## src/rtl/nos_pkg.sv

```systemverilog
// Shared constants, request record and address helpers for the digit-sprite
// palette ROM (10 glyphs of 12x18 pixels, 24-bit RGB).
package nos_pkg;

    localparam int NOS_W      = 12;
    localparam int NOS_H      = 18;
    localparam int NOS_DIGITS = 10;
    localparam int NOS_DEPTH  = 2160;
    localparam int NOS_ADDR_W = 12;
    localparam logic [23:0] NOS_TRANSPARENT = 24'hFF0000;

    typedef struct packed {
        logic [3:0] digit;
        logic [3:0] px;
        logic [4:0] py;
    } nos_req_t;

    // digit*216 + py*12 + px with shift-add multipliers (216 = 128+64+16+8, 12 = 8+4)
    function automatic logic [NOS_ADDR_W-1:0] nos_addr(input nos_req_t r);
        logic [NOS_ADDR_W-1:0] d;
        logic [NOS_ADDR_W-1:0] y;
        logic [NOS_ADDR_W-1:0] x;
        d = {8'd0, r.digit};
        y = {7'd0, r.py};
        x = {8'd0, r.px};
        return (d << 7) + (d << 6) + (d << 4) + (d << 3) + (y << 3) + (y << 2) + x;
    endfunction

    function automatic logic nos_range_err(input nos_req_t r);
        return (r.digit > 4'd9) || (r.px > 4'd11) || (r.py > 5'd17);
    endfunction

endpackage

```

## src/rtl/rr_arbiter.sv

```systemverilog
// Round-robin arbiter: combinational one-hot grant searching from rr_ptr,
// pointer advances past the winner and holds when nobody requests.
module rr_arbiter #(
    parameter int N     = 4,
    parameter int IDX_W = $clog2(N)
) (
    input  logic             clk_i,
    input  logic             rst_ni,
    input  logic [N-1:0]     req_i,
    output logic [N-1:0]     gnt_o,
    output logic [IDX_W-1:0] gnt_idx_o,
    output logic             gnt_valid_o
);

    logic [IDX_W-1:0] rr_ptr_q;
    logic [IDX_W-1:0] rr_ptr_d;
    logic [IDX_W-1:0] idx_s;
    logic             found_s;

    // Search for the first active request at or after the pointer, wrapping
    always_comb begin
        int j;
        idx_s   = '0;
        found_s = 1'b0;
        for (int i = 0; i < N; i++) begin
            j = int'(rr_ptr_q) + i;
            if (j >= N) begin
                j = j - N;
            end else begin
                j = j;
            end
            if (!found_s && req_i[j]) begin
                found_s = 1'b1;
                idx_s   = IDX_W'(j);
            end else begin
                found_s = found_s;
            end
        end
    end

    // Grants are suppressed while reset is held; pointer moves past the winner
    always_comb begin
        gnt_o       = '0;
        gnt_valid_o = found_s && rst_ni;
        gnt_idx_o   = idx_s;
        rr_ptr_d    = rr_ptr_q;
        if (gnt_valid_o) begin
            gnt_o    = {{(N-1){1'b0}}, 1'b1} << idx_s;
            rr_ptr_d = (idx_s == IDX_W'(N - 1)) ? '0 : idx_s + 1'b1;
        end else begin
            gnt_o    = '0;
            rr_ptr_d = rr_ptr_q;
        end
    end

    // Round-robin pointer register
    always_ff @(posedge clk_i or negedge rst_ni) begin
        if (!rst_ni) begin
            rr_ptr_q <= '0;
        end else begin
            rr_ptr_q <= rr_ptr_d;
        end
    end

endmodule

```

## src/rtl/nos_fetch_arbiter.sv

```systemverilog
// Shares the digit palette ROM between several number renderers: round-robin
// grant, address formation with range check, and a fixed 2-cycle response pipe.
module nos_fetch_arbiter
    import nos_pkg::*;
#(
    parameter int NUM_REQ = 4,
    parameter int ID_W    = $clog2(NUM_REQ)
) (
    input  logic                        Clk,
    input  logic                        Reset_n,
    input  logic [NUM_REQ-1:0]          req,
    input  logic [NUM_REQ-1:0][3:0]     req_digit,
    input  logic [NUM_REQ-1:0][3:0]     req_px,
    input  logic [NUM_REQ-1:0][4:0]     req_py,
    output logic [NUM_REQ-1:0]          gnt,
    output logic [NOS_ADDR_W-1:0]       rom_read_address,
    input  logic [23:0]                 rom_data_out,
    output logic                        resp_valid,
    output logic [ID_W-1:0]             resp_id,
    output logic                        resp_err,
    output logic [23:0]                 resp_rgb
);

    logic [ID_W-1:0]       gnt_idx_s;
    logic                  gnt_valid_s;
    nos_req_t              sel_s;
    logic                  sel_err_s;
    logic [NOS_ADDR_W-1:0] addr_d;

    logic [NOS_ADDR_W-1:0] addr_q;
    logic                  s1_valid_q;
    logic [ID_W-1:0]       s1_id_q;
    logic                  s1_err_q;
    logic                  s2_valid_q;
    logic [ID_W-1:0]       s2_id_q;
    logic                  s2_err_q;

    rr_arbiter #(
        .N     (NUM_REQ),
        .IDX_W (ID_W)
    ) u_arb (
        .clk_i       (Clk),
        .rst_ni      (Reset_n),
        .req_i       (req),
        .gnt_o       (gnt),
        .gnt_idx_o   (gnt_idx_s),
        .gnt_valid_o (gnt_valid_s)
    );

    // Pick the winner's fields and form its address; bad fields read entry 0
    always_comb begin
        sel_s.digit = req_digit[gnt_idx_s];
        sel_s.px    = req_px[gnt_idx_s];
        sel_s.py    = req_py[gnt_idx_s];
        sel_err_s   = nos_range_err(sel_s);
        if (sel_err_s) begin
            addr_d = '0;
        end else begin
            addr_d = nos_addr(sel_s);
        end
    end

    // S1: address register holds across idle cycles, valid only on a grant
    always_ff @(posedge Clk or negedge Reset_n) begin
        if (!Reset_n) begin
            addr_q     <= '0;
            s1_valid_q <= 1'b0;
            s1_id_q    <= '0;
            s1_err_q   <= 1'b0;
        end else begin
            s1_valid_q <= gnt_valid_s;
            if (gnt_valid_s) begin
                addr_q   <= addr_d;
                s1_id_q  <= gnt_idx_s;
                s1_err_q <= sel_err_s;
            end
        end
    end

    // S2: aligned with the ROM's internal data register
    always_ff @(posedge Clk or negedge Reset_n) begin
        if (!Reset_n) begin
            s2_valid_q <= 1'b0;
            s2_id_q    <= '0;
            s2_err_q   <= 1'b0;
        end else begin
            s2_valid_q <= s1_valid_q;
            s2_id_q    <= s1_id_q;
            s2_err_q   <= s1_err_q;
        end
    end

    // Response mux: errored requests return the transparent key colour
    always_comb begin
        rom_read_address = addr_q;
        resp_valid       = s2_valid_q;
        resp_id          = s2_id_q;
        resp_err         = s2_err_q;
        if (s2_err_q) begin
            resp_rgb = NOS_TRANSPARENT;
        end else begin
            resp_rgb = rom_data_out;
        end
    end

endmodule

```

## config.mk

```make
export PLATFORM = sky130hd
export DESIGN_NAME = nos_fetch_arbiter
export DESIGN_NICKNAME = d
export VERILOG_FILES = /design/src/rtl/nos_pkg.sv /design/src/rtl/rr_arbiter.sv /design/src/rtl/nos_fetch_arbiter.sv
export SDC_FILE = /design/constraint.sdc
export NUM_CORES = 1
export LEC_CHECK = 0
export ABC_CLOCK_PERIOD_IN_PS = 5100
export CORE_MARGIN = 2
export CORE_UTILIZATION = 36
export DETAILED_ROUTE_END_ITERATION = 8
export GPL_TIMING_DRIVEN = 1
export PLACE_DENSITY = 0.78
export SLEW_MARGIN = 20
export SYNTH_ARGS = -nofsm -noshare
export SYNTH_HDL_FRONTEND = slang
export SYNTH_SLANG_ARGS = --single-unit
export TNS_END_PERCENT = 10
```

## constraint.sdc

```tcl
create_clock -name Clk -period 5.1 [get_ports Clk]
set_input_delay 1.02 -clock Clk [delete_from_list [all_inputs] [get_ports Clk]]
set_output_delay 1.02 -clock Clk [all_outputs]
set_load 0.1 [all_outputs]
```

Yosys cells after proc, flatten, opt, wreduce, memory -nomap -nowiden. Index checks and enable logic that the tools add are counted.

Add/sub/neg operators: 14. Order comparisons: 12. Equal/unequal tests: 1. Shifts and indexed selects: 1. Muxes and demuxes: 34. Reductions and logical operators: 9.

Operators with widths (number): < comparator 32 x 4 -> 1 bit, second input constant (4); two-way mux 32 bit (4); >= comparator 32 x 4 -> 1 bit, second input constant (3); subtractor 32 x 4 -> 32 bit, second input constant (3); adder 12 x 7 -> 12 bit (2); adder 12 x 8 -> 12 bit (2); two-way mux 24 bit (1); binary-select mux 4 bit (select 2 bit) (2); adder 11 x 10 -> 12 bit (1); adder 12 x 4 -> 12 bit (1); two-way mux 1 bit (12); two-way mux 12 bit (1); two-way mux 4 bit (3); binary-select mux 5 bit (select 2 bit) (1); two-way mux 2 bit (5); binary-select mux 1 bit (select 2 bit) (4); > comparator 4 bit, second input constant (2); adder 2 x 2 -> 3 bit, second input constant (2); > comparator 5 bit, second input constant (1); two-way mux 5 bit (1); logical AND 1 bit (4); << shifter 1 x 2 -> 4 bit, first input constant (1); subtractor 2 x 3 -> 4 bit, second input constant (1); adder 2 x 1 -> 3 bit, second input constant (1); 6 further kinds (9).

Register bits after elaboration: 22. Input bits: 82. Output and inout bits: 44. Word-level logic and storage cells: 79.

Longest topological paths before layout.
Depth in word-level cells: 24. Gate-level depth with buffers: 24. Gate-level depth less buffers: 22.

Cells and area by module. A second synthesis with hierarchy kept.

Cells, all modules: 210. Area total of the unflattened synthesis: 2348.5 µm².

By module, submodules not included: nos_fetch_arbiter (instances 1, cells each 179, area each 2074.5 µm², sequential area each 500.5 µm²); rr_arbiter (instances 1, cells each 31, area each 274.0 µm², sequential area each 50.0 µm²).

Least setup slack after synthesis. OpenSTA, ideal clock, no wires.

Path kind: input port to flip-flop. Start point: input req[0]. End point: register addr_q[11], in the netlist rom_read_address[11]. Library setup time: 96 ps. Arrival: 5396 ps. Required time: 5004 ps. Path slack: -392 ps. Cell stages on the path: 22. Path buffers: 3. Cells stage by stage: a21oi_1 -> o21a_1 -> o22a_1 -> buf_6 -> buf_6 -> buf_1 -> mux2i_1 -> nand2_1 -> nand2_1 -> inv_1 -> fa_1 -> fa_1 -> fa_1 -> inv_1 -> fa_1 -> nor2b_1 -> o21ai_0 -> nand2b_1 -> a21o_1 -> a21oi_1 -> xor2_1 -> o31ai_1.

Cells in the longest elaborated chain, start to end: 22. Elaborated cells on any way between the ends: 45. Classes of those cells: 6 x add/sub; 3 x order compare; 27 x mux; 9 x reduce/logical.

RTL lines: start, declared (RTL line nos_fetch_arbiter.sv:11) `input logic [NUM_REQ-1:0] req,`; binary-select mux 1 bit (select 2 bit) (RTL line rr_arbiter.sv:32) `if (!found_s && req_i[j]) begin`; two-way mux 1 bit (not written as such) (2 in series) (RTL line rr_arbiter.sv:32); two-way mux 1 bit (RTL line rr_arbiter.sv:32); zero test 1 bit (RTL line rr_arbiter.sv:32); logical AND 1 bit (RTL line rr_arbiter.sv:32); two-way mux 1 bit (RTL line rr_arbiter.sv:32); zero test 1 bit (RTL line rr_arbiter.sv:32); logical AND 1 bit (RTL line rr_arbiter.sv:32); [4 not listed]; named net gnt_idx_s[1] (RTL line nos_fetch_arbiter.sv:24) `logic [ID_W-1:0] gnt_idx_s;`; [1 not listed]; two-way mux 4 bit (not written as such) (RTL line nos_fetch_arbiter.sv:52) `sel_s.digit = req_digit[gnt_idx_s];`; adder 11 x 10 -> 12 bit (RTL line nos_pkg.sv:26) `return (d << 7) + (d << 6) + (d << 4) + (d << 3) + (y << 3) + (y << 2) + x;`; adder 12 x 8 -> 12 bit (RTL line nos_pkg.sv:26); adder 12 x 7 -> 12 bit (RTL line nos_pkg.sv:26); adder 12 x 8 -> 12 bit (RTL line nos_pkg.sv:26); adder 12 x 7 -> 12 bit (RTL line nos_pkg.sv:26); adder 12 x 4 -> 12 bit (RTL line nos_pkg.sv:26); two-way mux 12 bit * (RTL line nos_fetch_arbiter.sv:56) `if (sel_err_s) begin`; end signal, assigned (RTL line nos_fetch_arbiter.sv:73) `addr_q <= addr_d;`; end, declared (RTL line nos_fetch_arbiter.sv:30) `logic [NOS_ADDR_W-1:0] addr_q;`.

The timed path passes the listed nets; every way through them passes the cells marked *. The select of a mux whose other input is x is not followed. A chain may end at the register's enable or synchronous reset.

Worst setup path in the final report.
Start point: input req[0]. End point: register addr_q[10], in the netlist rom_read_address[10].

Cells in the longest elaborated chain, start to end: 22. Elaborated cells on any way between the ends: 45. Classes of those cells: 6 x add/sub; 3 x order compare; 27 x mux; 9 x reduce/logical.

RTL lines (RTL line): binary-select mux 1 bit (select 2 bit) (rr_arbiter.sv:32); two-way mux 1 bit (not written as such) (2 in series) (rr_arbiter.sv:32); two-way mux 1 bit (rr_arbiter.sv:32); zero test 1 bit (rr_arbiter.sv:32); logical AND 1 bit (rr_arbiter.sv:32); two-way mux 1 bit (rr_arbiter.sv:32); zero test 1 bit (rr_arbiter.sv:32); logical AND 1 bit (rr_arbiter.sv:32); [5 not listed]; two-way mux 4 bit (not written as such) (nos_fetch_arbiter.sv:52); adder 11 x 10 -> 12 bit (nos_pkg.sv:26); adder 12 x 8 -> 12 bit (nos_pkg.sv:26); adder 12 x 7 -> 12 bit (nos_pkg.sv:26); adder 12 x 8 -> 12 bit (nos_pkg.sv:26); adder 12 x 7 -> 12 bit (nos_pkg.sv:26); adder 12 x 4 -> 12 bit (nos_pkg.sv:26); two-way mux 12 bit (nos_fetch_arbiter.sv:56).

Parallel ways exist; a longest one is shown, timed or not. The select of a mux whose other input is x is not followed.

==> qor.yml <==
hold_class: "reg2reg"
synthFlopType: "dfrtp_1"
synth_edf_count: 0
ys_ff_latch: 22
tritoncts: "yes"
min_path_cells: 0
track_usage_pct: 17.9
path_clk_slew_ns: 0.08
finalSetupViolations: 0
maxCapViolCount: 0
rr_endpoint: "rom_read_address[10]"
fmax_mhz: 206
post-dp-hpwl_um: 5620
hold_viol_final: 0
grt_pass1_wl_um: 10500
dr_total_vias: 2262
drtIter0Drc: 106
r2r_cells: 17
wl_per_cell_um: 13.8
ys_seq_area_share_pct: 23.3
synth_top_area_cell: "dfrtp_1"
antenna_found_initial: 0
placed_area_um2: 3980
syn-num-nets: 366
antenna_left: 0
viasPerCell: 4.72
syn_to_final_growth_pct: 77.3
avgSynthCellArea_um2: 9.63
use_met2_pct: 34.4
slew_headroom_pct: 32.2
fin_hold_ws_ns: 0.354
drt-pass1-iter-count: 4
synth.area.top_cells: "dfrtp_1 (23%), ha_1 (15%), mux2i_1 (12%), fa_1 (8.5%), o31ai_2 (5.3%)"
grt_max_degree: 31
reg2reg_slack_ns: 0.56
nNetsFinal: 524
startpoint: "req[0]"
dieHeight_um: 85.0
core_um2: 6350
crit_arrival_ns: 4.98
synthesis.instances: 245
grt_pass1_vias: 2296
clock_skew_ns: 0.00405
dieArea_um2: 7220
drc: 0
start_kind: "input pin"
synth_area_um2: 2360
outcome: "finished clean"
async_flop_share_pct: 100
hp-start: "s1_valid_q"
worst_pin_slew_ns: 1.01
slew_violations: 0
timing.rr.start: "u_arb.rr_ptr_q[1]"
rsz0062_at_grt: "false"
synth_top_cell_area_share_pct: 23.3
totalWireLength_um: 6600
root_buffer: "clkbuf_8"
drive_above_1_share_pct: 24.1
synth_cell_type_count: 35
place_congestion: 0.823
portBuffers: 125
fillers: 479
cts_buffer_depth: 2
antenna-diode-count: 0
worstPathMaxFanout: 8
h-tree-depth: 1
use_met1_pct: 20.6
crit_path_end: "rom_read_address[10]"
dieWidth_um: 85.0
ys_warn_count: 0
initial_core_util_pct: 37.2
num_rows: 29
cts_buffers: 3
setup_tns_ns: 0
grt_util_met3_pct: 2.82
grt-ovfl-total: 0
clk_latency_ns: 0.26
endpoint_kind: "register"
min_period_ns: 4.86
clock_sinks: 22
grt_most_used_layer: "met2"
finalCritPeriodShare_pct: 95.2
final_cell_area_um2: 4180
ioPinCount: 126
path_class: "in2reg"
required_ns: 5.23
## final cells by class
cell class	instances	area [µm²]	area share [%]
multi-input cells	186	1750	41.7
well taps	77	96.3	2.30
flip-flops and latches	22	551	13.2
repair buffers	163	1620	38.7
clock buffers	3	41.3	0.987
clock inverters	1	30.0	0.718
inverters	27	101	2.42
## logic make-up after synthesis
family | Yosys count | synth area share (%)
AOI/OAI and AO/OA | 40 | 14.4
xor gates and xnor gates | 5 | 1.86
adders and majority gates | 39 | 23.9
buffers and inverters | 37 | 6.84
DFF | 22 | 23.3
muxes | 36 | 15.6
and+or+nand+nor | 66 | 14.1
## Yosys cell counts (2+ instances only)
cell type / number
nand2_1: 30
ha_1: 29
mux2i_1: 29
inv_1: 27
dfrtp_1: 22
nor2b_1: 18
fa_1: 10
o31ai_2: 10
a21oi_1: 8
or2_2: 8
clkbuf_1: 6
mux2_2: 6
a21o_1: 5
o21ai_0: 5
and2_1: 3
buf_6: 3
nand2b_1: 3
xor2_1: 3
nor2_1: 2
o31ai_1: 2
xnor2_1: 2
## worst max-delay path, stage by stage
cell and delay (ns):
clkbuf_2 0.10, a21oi_2 0.06, o21a_1 0.19, o22a_4 0.28, buf_12 0.15, mux2i_1 0.15, mux2i_1 0.09, buf_4 0.15
fa_1 0.57, fa_1 0.45, fa_1 0.52, ha_1 0.29, a21o_1 0.16, a21o_1 0.19, a21o_1 0.19, a21oi_2 0.15
xor2_1 0.18, o31ai_2 0.07
## flip-flops by register name, indices dropped and copies added (netlist names)
register          flops
s1_id_q               2
rom_read_address     12
resp_id               2
u_arb.rr_ptr_q        2
resp_valid            1
s1_valid_q            1
s1_err_q              1
resp_err              1
## repair_timing
item / CTS / global route
gates cloned: 1 / 0
gates resized for setup: 19 / 14
pin swaps: 9 / 13
hold buffers: 0 / 0
endpoints found under the setup margin: 3 / 4
setup buffers: 2 / 1
## routing by layer
layer | part of all wire (%) | vias up
met5 | 0 | -
met3 | 5.4 | 7
met1 | 40 | 1043
li1 | - | 1138
met4 | 1.2 | 0
met2 | 53 | 74
## layout by cell type (no fill, tap or decap), types with 2 or more instances in the layout
cell             count
clkdlybuf4s50_1    116
buf_4               35
nand2_1             28
mux2i_1             27
ha_1                26
inv_1               25
dfrtp_1             22
nor2b_1             17
o31ai_2             10
or2_2                8
fa_1                 8
a21oi_2              6
buf_12               6
mux2_2               5
a21o_1               5
o21ai_0              4
and2_1               3
nand2b_1             3
xor2_1               3
clkbuf_8             3
o41ai_2              2
nor2_1               2
a21oi_1              2
mux2i_2              2
nand2_2              2
inv_2                2
o31ai_1              2
xnor2_1              2
fa_2                 2
ha_4                 2
clkbuf_2             2
dlymetal6s2s_1       2
## stage by stage
step           std cells  worst slack, ns  utilization, %
2_1_floorplan        245         0.000129               -
3_3_place_gp         471           -0.368            62.6
3_5_place_dp         471           -0.508            62.6
4_1_cts              478         0.000966            65.4
5_1_grt              479           0.0641            65.9
6_report             479            0.245            65.9
## worst min path at each step
| stage | to | slack, ns |
|---|---|---|
| final | resp_valid | 0.35 |
| after global routing | resp_valid | 0.37 |
| after CTS | resp_valid | 0.36 |
| after detailed placement | resp_valid | 0.34 |
| after global placement | resp_valid | 0.33 |
| after floorplan | resp_valid | 0.33 |
Power is not shown: default switching activity piles up to over one toggle a cycle in this logic, so the estimate is an artifact.
